==> src/rtl/carfield_decerr_resp.sv <==
// carfield_decerr_resp: address-decode error responder for the Carfield memory map.
// Accepts one request at a time. It classifies the address as OK, DISABLED, UNMAPPED
// or MISALIGNED and returns a single registered response.
// Optional error log (counter and last error address) is built only when the
// macro CARFIELD_DECERR_LOG_EN is defined.
module carfield_decerr_resp #(
    parameter int unsigned AddrWidth    = 64,
    parameter int unsigned DataWidth    = 32,
    parameter logic [7:0]  RegionEnable = 8'b1011_0011,
    parameter logic [31:0] ErrData      = 32'hBADC_AB1E
) (
    input  logic                 clk_i,
    input  logic                 rst_ni,
    input  logic                 req_valid_i,
    output logic                 req_ready_o,
    input  logic [AddrWidth-1:0] req_addr_i,
    input  logic                 req_write_i,
    output logic                 rsp_valid_o,
    input  logic                 rsp_ready_i,
    output logic [1:0]           rsp_code_o,
    output logic [2:0]           rsp_region_o,
    output logic [DataWidth-1:0] rsp_rdata_o,
    input  logic                 clear_i,
    output logic [15:0]          err_cnt_o,
    output logic [AddrWidth-1:0] last_err_addr_o
);

    localparam logic [1:0] CODE_OK         = 2'b00;
    localparam logic [1:0] CODE_DISABLED   = 2'b01;
    localparam logic [1:0] CODE_UNMAPPED   = 2'b10;
    localparam logic [1:0] CODE_MISALIGNED = 2'b11;

    // Compare width wide enough to hold base+size (33 bits) and the full address,
    // so that upper address bits take part in the decode.
    localparam int unsigned CmpWidth = (AddrWidth > 33) ? AddrWidth : 33;

    typedef enum logic {
        IDLE = 1'b0,
        RESP = 1'b1
    } state_e;

    function automatic logic [31:0] region_base(input logic [2:0] idx);
        case (idx)
            3'd0:    return 32'h7800_0000;
            3'd1:    return 32'h7820_0000;
            3'd2:    return 32'h6000_0000;
            3'd3:    return 32'h2000_0000;
            3'd4:    return 32'h2000_1000;
            3'd5:    return 32'h5100_0000;
            3'd6:    return 32'h5000_0000;
            3'd7:    return 32'h4000_0000;
            default: return 32'h0000_0000;
        endcase
    endfunction

    function automatic logic [31:0] region_size(input logic [2:0] idx);
        case (idx)
            3'd0:    return 32'h0020_0000;
            3'd1:    return 32'h0020_0000;
            3'd2:    return 32'h0080_0000;
            3'd3:    return 32'h0000_1000;
            3'd4:    return 32'h0000_9000;
            3'd5:    return 32'h0080_0000;
            3'd6:    return 32'h0080_0000;
            3'd7:    return 32'h0000_1000;
            default: return 32'h0000_0000;
        endcase
    endfunction

    // Half-open window test [base, base+size).
    function automatic logic in_region(input logic [AddrWidth-1:0] addr, input logic [2:0] idx);
        logic [CmpWidth-1:0] a_ext;
        logic [CmpWidth-1:0] lo_ext;
        logic [CmpWidth-1:0] hi_ext;
        a_ext  = CmpWidth'(addr);
        lo_ext = CmpWidth'(region_base(idx));
        hi_ext = CmpWidth'({1'b0, region_base(idx)} + {1'b0, region_size(idx)});
        return (a_ext >= lo_ext) && (a_ext < hi_ext);
    endfunction

    state_e                 state_q, state_d;
    logic                   ready_q, ready_d;
    logic                   valid_q, valid_d;
    logic [1:0]             code_q, code_d;
    logic [2:0]             region_q, region_d;
    logic [DataWidth-1:0]   rdata_q, rdata_d;
    logic                   hit_s;
    logic [2:0]             hit_idx_s;
    logic [1:0]             code_s;
    logic                   req_hs_s;

    assign req_hs_s = req_valid_i && ready_q;

    // Region decode: scan high to low so the lowest matching index wins.
    always_comb begin
        hit_s     = 1'b0;
        hit_idx_s = 3'd0;
        for (int i = 7; i >= 0; i--) begin
            if (in_region(req_addr_i, 3'(i))) begin
                hit_s     = 1'b1;
                hit_idx_s = 3'(i);
            end else begin
                hit_s     = hit_s;
                hit_idx_s = hit_idx_s;
            end
        end
        if (req_addr_i[1:0] != 2'b00) begin
            code_s = CODE_MISALIGNED;
        end else if (!hit_s) begin
            code_s = CODE_UNMAPPED;
        end else if (!RegionEnable[hit_idx_s]) begin
            code_s = CODE_DISABLED;
        end else begin
            code_s = CODE_OK;
        end
    end

    // Next-state logic for the IDLE/RESP handshake FSM.
    always_comb begin
        state_d = state_q;
        case (state_q)
            IDLE: begin
                if (req_hs_s) begin
                    state_d = RESP;
                end else begin
                    state_d = IDLE;
                end
            end
            RESP: begin
                if (rsp_ready_i) begin
                    state_d = IDLE;
                end else begin
                    state_d = RESP;
                end
            end
            default: state_d = IDLE;
        endcase
    end

    // Output/capture logic: handshake flags follow the next state, payload loads on accept.
    always_comb begin
        ready_d  = (state_d == IDLE);
        valid_d  = (state_d == RESP);
        code_d   = code_q;
        region_d = region_q;
        rdata_d  = rdata_q;
        if (req_hs_s) begin
            code_d   = code_s;
            region_d = hit_s ? hit_idx_s : 3'd0;
            rdata_d  = (code_s == CODE_OK) ? {DataWidth{1'b0}} : DataWidth'(ErrData);
        end else begin
            code_d   = code_q;
            region_d = region_q;
            rdata_d  = rdata_q;
        end
    end

    // State and response registers; reset drops any pending response.
    always_ff @(posedge clk_i or negedge rst_ni) begin
        if (!rst_ni) begin
            state_q  <= IDLE;
            ready_q  <= 1'b0;
            valid_q  <= 1'b0;
            code_q   <= 2'b00;
            region_q <= 3'd0;
            rdata_q  <= {DataWidth{1'b0}};
        end else begin
            state_q  <= state_d;
            ready_q  <= ready_d;
            valid_q  <= valid_d;
            code_q   <= code_d;
            region_q <= region_d;
            rdata_q  <= rdata_d;
        end
    end

    assign req_ready_o  = ready_q;
    assign rsp_valid_o  = valid_q;
    assign rsp_code_o   = code_q;
    assign rsp_region_o = region_q;
    assign rsp_rdata_o  = rdata_q;

`ifdef CARFIELD_DECERR_LOG_EN
    logic [AddrWidth-1:0] addr_q, addr_d;
    logic [15:0]          err_cnt_q, err_cnt_d;
    logic [AddrWidth-1:0] last_err_addr_q, last_err_addr_d;
    logic                 err_hs_s;
    logic                 unused_s;

    assign unused_s = req_write_i;
    assign err_hs_s = valid_q && rsp_ready_i && (code_q != CODE_OK);

    // Error log update: clear has priority, counter saturates at all-ones.
    always_comb begin
        addr_d          = req_hs_s ? req_addr_i : addr_q;
        err_cnt_d       = err_cnt_q;
        last_err_addr_d = last_err_addr_q;
        if (clear_i) begin
            err_cnt_d       = 16'h0000;
            last_err_addr_d = {AddrWidth{1'b0}};
        end else if (err_hs_s) begin
            err_cnt_d       = (err_cnt_q == 16'hFFFF) ? 16'hFFFF : (err_cnt_q + 16'h0001);
            last_err_addr_d = addr_q;
        end else begin
            err_cnt_d       = err_cnt_q;
            last_err_addr_d = last_err_addr_q;
        end
    end

    // Error log registers.
    always_ff @(posedge clk_i or negedge rst_ni) begin
        if (!rst_ni) begin
            addr_q          <= {AddrWidth{1'b0}};
            err_cnt_q       <= 16'h0000;
            last_err_addr_q <= {AddrWidth{1'b0}};
        end else begin
            addr_q          <= addr_d;
            err_cnt_q       <= err_cnt_d;
            last_err_addr_q <= last_err_addr_d;
        end
    end

    assign err_cnt_o       = err_cnt_q;
    assign last_err_addr_o = last_err_addr_q;
`else
    logic unused_s;

    assign unused_s        = req_write_i ^ clear_i;
    assign err_cnt_o       = 16'h0000;
    assign last_err_addr_o = {AddrWidth{1'b0}};
`endif

endmodule

==> config.mk <==
export PLATFORM = sky130hd
export DESIGN_NAME = carfield_decerr_resp
export DESIGN_NICKNAME = d
export VERILOG_FILES = /design/src/rtl/carfield_decerr_resp.sv
export SDC_FILE = /design/constraint.sdc
export NUM_CORES = 1
export LEC_CHECK = 0
export ABC_AREA = 1
export CAP_MARGIN = 20
export CORE_ASPECT_RATIO = 0.8
export CORE_UTILIZATION = 30
export CTS_BUF_LIST = sky130_fd_sc_hd__clkbuf_16
export CTS_CLUSTER_SIZE = 28
export DETAILED_ROUTE_END_ITERATION = 6
export PLACE_DENSITY = 0.82
export SKIP_LAST_GASP = 1
export SLEW_MARGIN = 20
export SYNTH_ARGS = -nofsm -noshare
export SYNTH_HDL_FRONTEND = slang
export SYNTH_SLANG_ARGS = --single-unit
==> constraint.sdc <==
create_clock -name clk_i -period 1.37 [get_ports clk_i]
set_input_delay 0.274 -clock clk_i [delete_from_list [all_inputs] [get_ports clk_i]]
set_output_delay 0.274 -clock clk_i [all_outputs]
set_load 0.02 [all_outputs]
Word level (Yosys, flattened, before mapping)
Memories as Yosys holds them, arrays and structs flattened.
Index checks and enable logic that the tools add are counted.
{"block": "word_totals", "ff_bits": 39, "mem_bits_ro": 8, "output_inout_bits": 119, "word_cells": 61, "mem_count": 1}
{"block": "op_classes", "order_cmp": 17, "mux": 25, "n_bitwise": 2, "reduce_logical": 11}
{"name": "(name not given)", "words": 8, "word_bits": 1, "rd": 1, "rd_ports_with_merged_regs": 0, "wr": 0, "line_no": "111", "source": "end else if (!RegionEnable[hit_idx_s]) begin"}
{"cell": "$ge A64 B31 Y1 const B", "count": 6}
{"cell": "$lt A64 B31 Y1 const B", "count": 6}
{"cell": "$ge A64 B30 Y1 const B", "count": 2}
{"cell": "$lt A64 B30 Y1 const B", "count": 2}
{"cell": "$mux W32", "count": 1}
{"cell": "$mux W3", "count": 9}
{"cell": "$mux W1", "count": 12}
{"cell": "$logic_and A1 B1 Y1", "count": 9}
{"cell": "$lt A3 B4 Y1 const B", "count": 1}
{"cell": "$mux W2", "count": 2}
{"cell": "$logic_not A2 Y1", "count": 1}
{"cell": "$not A1 Y1", "count": 2}
{"cell": "$pmux W1 S2", "count": 1}
{"cell": "$reduce_bool A2 Y1", "count": 1}

Logic depth before layout (Yosys ltp)
Gate-level depths: netlist (run 1).
{"block": "logic_depth", "depth_word": 17, "depth_mapped": 14}

Least setup slack after synthesis (run 1)
OpenSTA, ideal clock, no wires.
{"block": "synth_timing", "path_type": "input to register", "from": "in req_addr_i[53]", "to": "reg rdata_q[29] (netlist: rsp_rdata_o[29])", "arrival_ns": 1.341, "t_required_ns": 1.251, "setup_slack_ns": -0.090, "cell_stages": 13, "cell_sequence": "nor2_1 > nand2_1 > nor2_1 > nand2_1 > nor2_4 > buf_6 > nand2_1 > o21ai_0 > inv_1 > nand3_2 > nand2_2 > nor2_1 > nand2_1"}
{"block": "synth_between", "elab_chain_len": 17, "elab_cells_between_ends": 47}
{"item": "start, declared", "line_no": "16", "source": "input logic [AddrWidth-1:0] req_addr_i,"}
{"item": "$ge A64 B31 Y1 / $lt A64 B31 Y1 (equally long branches)", "line_no": "78", "source": "return (a_ext >= lo_ext) && (a_ext < hi_ext);"}
{"item": "$logic_and A1 B1 Y1", "line_no": "78"}
{"item": "$mux W3 (8 in series)", "line_no": "99", "source": "if (in_region(req_addr_i, 3'(i))) begin"}
{"item": "$mem_v2 Z8 W1"}
{"item": "$mux W1 (not written as such)", "line_no": "111"}
{"item": "$mux W1", "line_no": "111"}
{"item": "$mux W2 *", "line_no": "109", "source": "end else if (!hit_s) begin"}
{"item": "$mux W2 *", "line_no": "107", "source": "if (req_addr_i[1:0] != 2'b00) begin"}
{"item": "$logic_not A2 Y1 *", "line_no": "150", "source": "rdata_d = (code_s == CODE_OK) ? {DataWidth{1'b0}} : DataWidth'(ErrData);"}
{"item": "$mux W32 *", "line_no": "150"}
{"item": "end signal, assigned", "line_no": "166", "source": "rdata_q <= {DataWidth{1'b0}};"}
{"item": "end signal, assigned", "line_no": "173", "source": "rdata_q <= rdata_d;"}
{"item": "end, declared", "line_no": "86", "source": "logic [DataWidth-1:0] rdata_q, rdata_d;"}
Mark *: on every way between the ends. The rest lies on a longest branch, timed or not. The select of a mux whose other input is x is not followed.
A chain may end at the register's enable or synchronous reset.

Worst setup path in the final report (run 1)
{"block": "layout_timing", "from": "in req_addr_i[22]", "to": "reg rdata_q[29] (netlist: rsp_rdata_o[29])"}
Same word-level chain as after synthesis.

==> results of run 1 <==
per-layer routing:
metal  up-vias  part of all wire
li1        946                 -
met1       835              0.37
met2        84              0.55
met3         8             0.057
met4         0             0.016
met5         -                 0
kinds of logic (layout without fill, tap and decap cells):
family	Yosys count	in the layout	synth area share
buffers and inverters	133	147	0.490
AND/OR/NAND/NOR	131	132	0.334
AO/OA/AOI/OAI	21	21	0.0689
flip-flops	8	8	0.105
other	1	93	0.00197
Yosys cell counts, types with 2 or more instances:
cell type | instances | share of area
o21ai_0 | 4 | 0.010
nor3_2 | 2 | 0.010
nand2_1 | 43 | 0.085
nand3_1 | 9 | 0.024
nand2_2 | 6 | 0.020
nor2_1 | 40 | 0.079
a21oi_1 | 5 | 0.013
dfrtp_1 | 8 | 0.10
o21ai_1 | 4 | 0.010
nor2_4 | 5 | 0.030
inv_1 | 16 | 0.031
nand4_1 | 9 | 0.030
nor3_1 | 5 | 0.013
nor2_2 | 7 | 0.023
o2111ai_1 | 3 | 0.014
inv_2 | 3 | 0.0059
buf_4 | 112 | 0.44
sequential cells by signal, indices dropped and copies added, names as in the netlist:
signal        flops
rsp_region_o      3
rsp_code_o        2
req_ready_o       1
rsp_rdata_o       1
rsp_valid_o       1
power groups by stage:
stage                     registers [mW]  clock network [mW]  logic (mW)
after global routing               0.366               0.508        1.68
after floorplan                    0.478                   0        1.14
after global placement             0.353                   0        1.66
after CTS                          0.355               0.489        1.50
after detailed placement           0.357                   0        1.69
final                              0.354               0.482        1.56
placed cells by master (no fill, tap or decap), types with 2 or more instances in the layout:
cell type,count
o21ai_2,2
dlygate4sd2_1,11
nor2_1,25
clkbuf_16,3
nand3_2,4
o21ai_0,2
a21oi_2,2
nand2_2,12
inv_2,3
o2111ai_1,3
a21oi_1,4
nor2_2,13
nor3_4,2
nor3_1,2
clkdlybuf4s15_2,2
buf_6,20
dfrtp_1,8
nand2_1,36
conb_1,93
nand2_4,3
buf_4,34
buf_2,24
inv_4,2
clkbuf_2,2
clkdlybuf4s15_1,24
inv_1,14
nor2_4,14
nand3_1,5
clkdlybuf4s50_1,5
nor3_2,3
o21ai_1,5
nand4_1,9
what timing repair did:
item,4_1_cts,5_1_grt
resized for setup,225,51
pin swaps,65,52
cloned,1,0
endpoints found under the setup margin,32,25
buffers inserted,6,2
worst max-delay path by stage:
stage	from	endpoint	slack, ns	cells after the start
final	req_addr_i[22]	rsp_rdata_o[29]	-0.25	13
after global routing	req_addr_i[38]	rsp_rdata_o[29]	-0.37	13
after CTS	req_addr_i[21]	rsp_rdata_o[29]	-0.17	13
after detailed placement	req_addr_i[30]	rsp_code_o[1]	-0.73	13
after global placement	req_addr_i[39]	rsp_rdata_o[29]	-0.70	13
after floorplan	req_addr_i[28]	rsp_rdata_o[29]	-0.05	13
area by class of cell:
cell class	instances	area share
multi-input combinational	246	0.463
clock buffer	3	0.0267
sequential	8	0.0711
timing repair buffer	124	0.372
tap	81	0.0360
inverter	20	0.0311
metrics by stage:
step,total power [mW],worst slack [ns],setup TNS [ns],utilization,instances
2_1_floorplan,1.62,-0.0518,-0.0983,-,386
3_3_place_gp,2.01,-0.697,-3.90,0.434,470
3_5_place_dp,2.04,-0.728,-4.26,0.434,470
4_1_cts,2.34,-0.170,-0.406,0.448,480
5_1_grt,2.55,-0.368,-1.47,0.466,482
6_report,2.40,-0.251,-0.764,0.466,482
==> results, run 1 <==
- The worst register-to-register path ends at rsp_rdata_o[29].
- The clock passes through at most 2 buffers.
- The multi-input combinational cells in the finished layout cover a total of 0.00130 mm2.
- TritonCTS created 3 clock buffers.
- In this run the worst path has a maximum fanout of 4.
- The most numerous cell type found on the critical path is nand2_1.
- Entering global routing, the biggest net connects 21 pins.
- The global routing met2 resource utilization is 0.280.
- The run finished, with violations left.
- The worst hold-check slack is 0.332 ns.
- The post-detailed-route DRC marker count is 0.
- The switching power is 1.12 mW.
- The total overflow left after global routing is 0.
- The most used routing layer is met2.
- The min-delay analysis places its worst path in the category primary input to asynchronous set/reset pin.
- For this run, the slowest stage of the critical path takes 0.21 ns.
- The final critical path time including I/O delays and setup is 1.62 ns.
- The number of failing hold endpoints at the final stage is 0.
- The share of total power dissipated in sequential elements is 0.148.
- The final-stage net count is 473.
- The floorplan core area is 0.00604 mm2.
- The data required time at the worst endpoint is 1.48 ns.
- For this block, the initial DRC count from the detailed router was 73.
- The final estimated routing congestion in global placement is 0.855.
- For this run, global-route usage on met3 was measured as 0.0197.
- The relative contribution of combinational cells to total power is 0.652.
- Once detail routing completed, the nets flagged for antenna violations numbered 0.
- Using the TritonRoute via totals, the vias-per-cell ratio works out to 3.89.
- The number of global-route vias before repair is 1,733.
- The wire length reported by the detailed router is 4930 um.
- The number of antenna violations at the first check in global routing was 0.
- The family with the most delay on the worst path is simple AND/OR/NAND/NOR gates.
- The commonest register cell after synthesis is dfrtp_1.
- The post-cts hold buffer count is 0.
- Across the VDD grid, the largest voltage drop is 0.425 mV.
- The setup slack of the critical path after layout is -0.251 ns.
- The clock root buffer master is clkbuf_16.
- The die outline width is 91.2 um.
- The internal power component is 1.28 mW.
- The first TritonRoute pass finished after 4 iterations.
- The half-perimeter wire length of the detailed placement result is 3880 um.
- Measured along the y axis, the die boundary spans 73.3 um.
- Of the cells placed in the final design, the portion with a size suffix greater than 1 is 0.377.
- The overall global routing resource usage is 0.141.
- The die covers 0.00669 mm2.
- Relative to the synthesized area, the layout overhead comes to 47.5%.
- Summed over all cells, the static leakage comes to 1.44 nW.
- The clock-pin slew on the worst setup and hold paths is 0.04 ns.
- The total power density per cell area is 853 mW/mm2.
- Once layout is done, the placed cells without fillers occupy 0.00282 mm2.
- The worst register-to-register path begins at req_ready_o.
- The share of total power dissipated in the clock network is 0.201.
- The critical path launch point type is a primary input.
- Dividing the synthesized area by the synthesized cell count gives 6.49 um2.
- Of the total power, the share spent switching nets is 0.468.
- The global-route wire length before repair is 7720 um.
- The port buffer count is 83.
- Fill cells in the final layout number 600.
- The total number of yosys warnings is 0.
- Across all register-to-register paths, the minimum setup slack is 0.19 ns.
- On the final layout, the worst clock skew is 0.00223 ns.
- The arrival time at the worst endpoint is 1.73 ns.
- In the synthesized netlist, the number of instances is 294.
- The sequential cells in the finished layout cover a total of 200 um2.
- The cell area reported after detailed placement is 0.00262 mm2.
- The number of endpoints failing setup at the final stage is 6.
- Dividing the final minimum period by the clock period gives 1.18.
- The final reports fail on setup timing.
- The total count of max-transition violations in the final report came to 0.
- Traced cell by cell, the critical path runs through clkdlybuf4s15_2, nor2_4, nand2_2, nor2_4, nand2_1, nand2_1, nand4_1, o21ai_1, inv_1, nand3_2, nand2_2, nor2_1, nand2_1.
- Clock tree synthesis found a total of 8 sinks.
- In this run the core area contains 25 standard-cell rows.
- CTS built an H-tree with a depth of 1.
- At the later pin of the worst-skew pair, clock insertion delay measures 0.23 ns.
- Counting flops with an async set or reset pin after synthesis yields a share of 1.00.
- The share of synthesized area occupied by flip-flops and latches is 0.105.
- The worst-path cell with the longest stage delay is clkdlybuf4s15_2.
- The top achievable clock speed is 617 MHz.
- Counting flops and latches in the post-synthesis netlist gives 8.
- The depth of the most critical reg-to-reg path is 8.
- After detailed routing, the average wire length per cell comes to 10.2 um.
- The netlist area before placement is 0.00191 mm2.
- In this run, distinct cell masters in the synthesized netlist total 30.
- The critical path is of the primary input to register type.
- Max-cap violations in this run came to 0.
- Setup repair after global routing could not meet its margin everywhere.
- The total vias in the final route is 1,873.
- The CTS tree is yes.
- STA classifies the critical path endpoint as a register.
- The number of synthesized flops with an enable pin is 0.
- The repair_antennas step left the layout with diodes totalling 0.
- For this run, global-route usage on met1 was measured as 0.161.
- During I/O placement, the number of pins put on the boundary was 189.
- Together, buffers and inverters on the worst path number 2.
- The initial utilization of the core area, before any placement, comes to 0.316.
(Power assumes the default switching activity.)
==> run 2: changes to the inputs <==
--- a/config.mk
+++ b/config.mk
@@ -6,11 +6,11 @@
 export NUM_CORES = 1
 export LEC_CHECK = 0
 export ABC_AREA = 1
-export CAP_MARGIN = 20
+export CAP_MARGIN = 30
 export CORE_ASPECT_RATIO = 0.8
 export CORE_UTILIZATION = 30
 export CTS_BUF_LIST = sky130_fd_sc_hd__clkbuf_16
-export CTS_CLUSTER_SIZE = 28
+export CTS_CLUSTER_SIZE = 20
 export DETAILED_ROUTE_END_ITERATION = 6
 export PLACE_DENSITY = 0.82
 export SKIP_LAST_GASP = 1
==> results of run 2 <==
Same layout as run 1: the final DEF is identical, and so are final timing and power.
==> run 3: changes to the inputs <==
--- a/config.mk
+++ b/config.mk
@@ -9,9 +9,9 @@
 export CAP_MARGIN = 30
 export CORE_ASPECT_RATIO = 0.8
 export CORE_UTILIZATION = 30
-export CTS_BUF_LIST = sky130_fd_sc_hd__clkbuf_16
 export CTS_CLUSTER_SIZE = 20
 export DETAILED_ROUTE_END_ITERATION = 6
+export GPL_ROUTABILITY_DRIVEN = 0
 export PLACE_DENSITY = 0.82
 export SKIP_LAST_GASP = 1
 export SLEW_MARGIN = 20
==> constraint.sdc (replaced) <==
create_clock -name clk_i -period 1.7 [get_ports clk_i]
set_input_delay 0.34 -clock clk_i [delete_from_list [all_inputs] [get_ports clk_i]]
set_output_delay 0.34 -clock clk_i [all_outputs]
set_load 0.02 [all_outputs]
==> results, run 3 (synthesis results as in run 1) <==
- The flow ran to the end, and the final reports show no timing, DRC or antenna violations.
- The area occupied by registers is 200 um2.
- The root buffer cell chosen for the clock tree is clkbuf_8.
- The total power density per cell area is 651 mW/mm2.
- For this block, the routed nets add up to 4830 um of wire.
- The average via count per standard cell is 3.98.
- The detail route stage leaves a number of antenna-violating nets equal to 0.
- The initial detailed-routing violation count is 89.
- In the finished design, the share of the clock period the worst path needs comes to 0.941.
- The floorplan step defined a die boundary enclosing 0.00669 mm2.
- Across the VDD grid, the largest voltage drop is 0.275 mV.
- The die is 73.3 um tall.
- The setup TNS after final layout is 0 ns.
- The site row count is 25.
- The smallest clock period supported by the final layout is computed as 1.60 ns.
- The clock buffer count from CTS is 3.
- Traced cell by cell, the critical path runs through clkbuf_2, nor2_4, nand2_4, buf_4, nor2_1, a21oi_1, nand3b_1, nand2_1, inv_1, nand2_2, nand3_2, nand2_2, nor2_1, nand2_1.
- Dividing the detail-routed wire length by the instance count gives 10.1 um.
- The setup slack of the critical path after layout is 0.101 ns.
- The worst hold path belongs to the class primary input to asynchronous set/reset pin.
- The worst stage delay on the critical path is 0.16 ns.
- The worst setup path category is primary input to register.
- The most common cell after layout, fill and taps aside is conb_1.
- The maximum fanout along the worst path is 7.
- STA classifies the critical path startpoint as a primary input.
- The fraction of final layout cells with drive strength greater than 1 is 0.358.
- The cell area reported after detailed placement is 0.00254 mm2.
- The worst-path cell with the longest stage delay is buf_4.
- On the final layout, the worst clock skew is 0.00700 ns.
- The clock drives 8 sinks.
- After filler insertion, the fill cell instance count of the layout stands at 630.
- The post-cts hold buffer count is 0.
- The die outline width is 91.2 um.
- The number of failing hold endpoints at the final stage is 0.
- The first global-routing pass estimated 6970 um of wire.
- After floorplanning, the core was sized to cover 0.00604 mm2.
- In the routed design, unresolved DRC markers number 0.
- The initial utilization of the core area, before any placement, comes to 0.316.
- The deepest level of the CTS H-tree is 1.
- Summed over all cells, the static leakage comes to 1.35 nW.
- The multi-input combinational cells in the finished layout cover a total of 0.00127 mm2.
- The CTS tree is yes.
- The overall overflow remaining after global route is 0.
- Relative to the synthesized area, the layout overhead comes to 36.5%.
- The top cell types in the final layout, fill and taps aside, are conb_1, clkbuf_2, buf_4.
- The overall global routing resource usage is 0.126.
- The number of antenna diodes in the final layout is 0.
- The arrival time at the worst endpoint is 1.72 ns.
- The tool flagged a number of max-cap violations equal to 0.
- For this run, the detailed router's first-pass iteration total came to 4.
- The number of global-route vias before repair was 1,605.
- For this run, the post-layout net count is 471.
- After clock tree synthesis, the clock-pin slew on the worst setup and hold paths is 0.04 ns.
- The count of pins on the block boundary is 189.
- STA classifies the critical path endpoint as a register.
- Setup violations remaining at the end of the flow were counted as 0.
- The final design utilization is 0.432.
- The number of flip-flops in the largest register is 3.
- The clock network latency to the later pin of the worst-skew pair is 0.23 ns.
- After routing the design area is 0.00261 mm2.
- The total count of max-transition violations in the final report is 0.
- The data required time at the worst endpoint is 1.82 ns.
- The total vias in the final route is 1,910.
- The pin count of the biggest net entering global routing is 20.
- The number of antenna violations at the first check in global routing came to 0.
- The setup slack after placement is -0.486 ns.
- For this run, the top clock speed supported by timing is 625 MHz.
- The half-perimeter wire length of the detailed placement result is 3810 um.
- The port buffer count is 83.
- No sink is reached through more buffers than the 2 on the longest clock path.
run 3: area by class of cell:
| class | instances | share of cell area |
|---|---|---|
| Clock buffer | 3 | 0.0159 |
| Tap cell | 81 | 0.0389 |
| Timing Repair Buffer | 122 | 0.349 |
| Inverter | 20 | 0.0317 |
| Multi-Input combinational cell | 246 | 0.488 |
| Sequential cell | 8 | 0.0768 |
run 3: layer usage:
metal / share of wire / track usage / up-vias
li1: - / - / 943
met1: 0.36 / 0.145 / 853
met2: 0.55 / 0.251 / 108
met3: 0.073 / 0.0186 / 6
met4: 0.013 / 0.0247 / 0
met5: 0 / 0 / -
run 3: metrics by stage:
stage | cells | total power [mW] | hold WS [ns]
after global placement | 465 | 1.58 | 0.465
final | 480 | 1.70 | 0.394
after global routing | 480 | 1.80 | 0.404
after detailed placement | 465 | 1.60 | 0.481
after CTS | 476 | 1.69 | 0.404
after floorplan | 386 | 1.30 | 0.0444
run 3: worst paths after layout:
path / from / end / slack [ns] / cells after the start
max: req_addr_i[26] / rsp_rdata_o[29] / 0.10 / 14
min: rst_ni / rsp_region_o[1] / 0.39 / 1
max reg2reg: req_ready_o / rsp_rdata_o[29] / 0.63 / 8
min reg2reg: rsp_region_o[0] / rsp_region_o[0] / 0.49 / 2
max in group asynchronous: rst_ni / req_ready_o / 1.03 / 1
min in group clk_i: rsp_region_o[0] / rsp_region_o[0] / 0.49 / 2
run 3: power by group:
group          internal (mW)  switching, mW  total [mW]
sequential             0.249         0.0321       0.282
clock                  0.153         0.0721       0.225
combinational          0.429          0.761        1.19
run 3: repair_timing:
item                       in CTS  in global routing
pin swaps                      57                 64
setup endpoints to repair      25                  6
gates cloned                    1                  0
gates resized for setup       104                103
setup buffers                   7                  5
run 3: critical path, delay by kind of cell:
family / cells / cell delay [ns]
and+or+nand+nor: 10 / 0.91
buffers and inverters: 3 / 0.37
AOI/OAI and AO/OA: 1 / 0.09
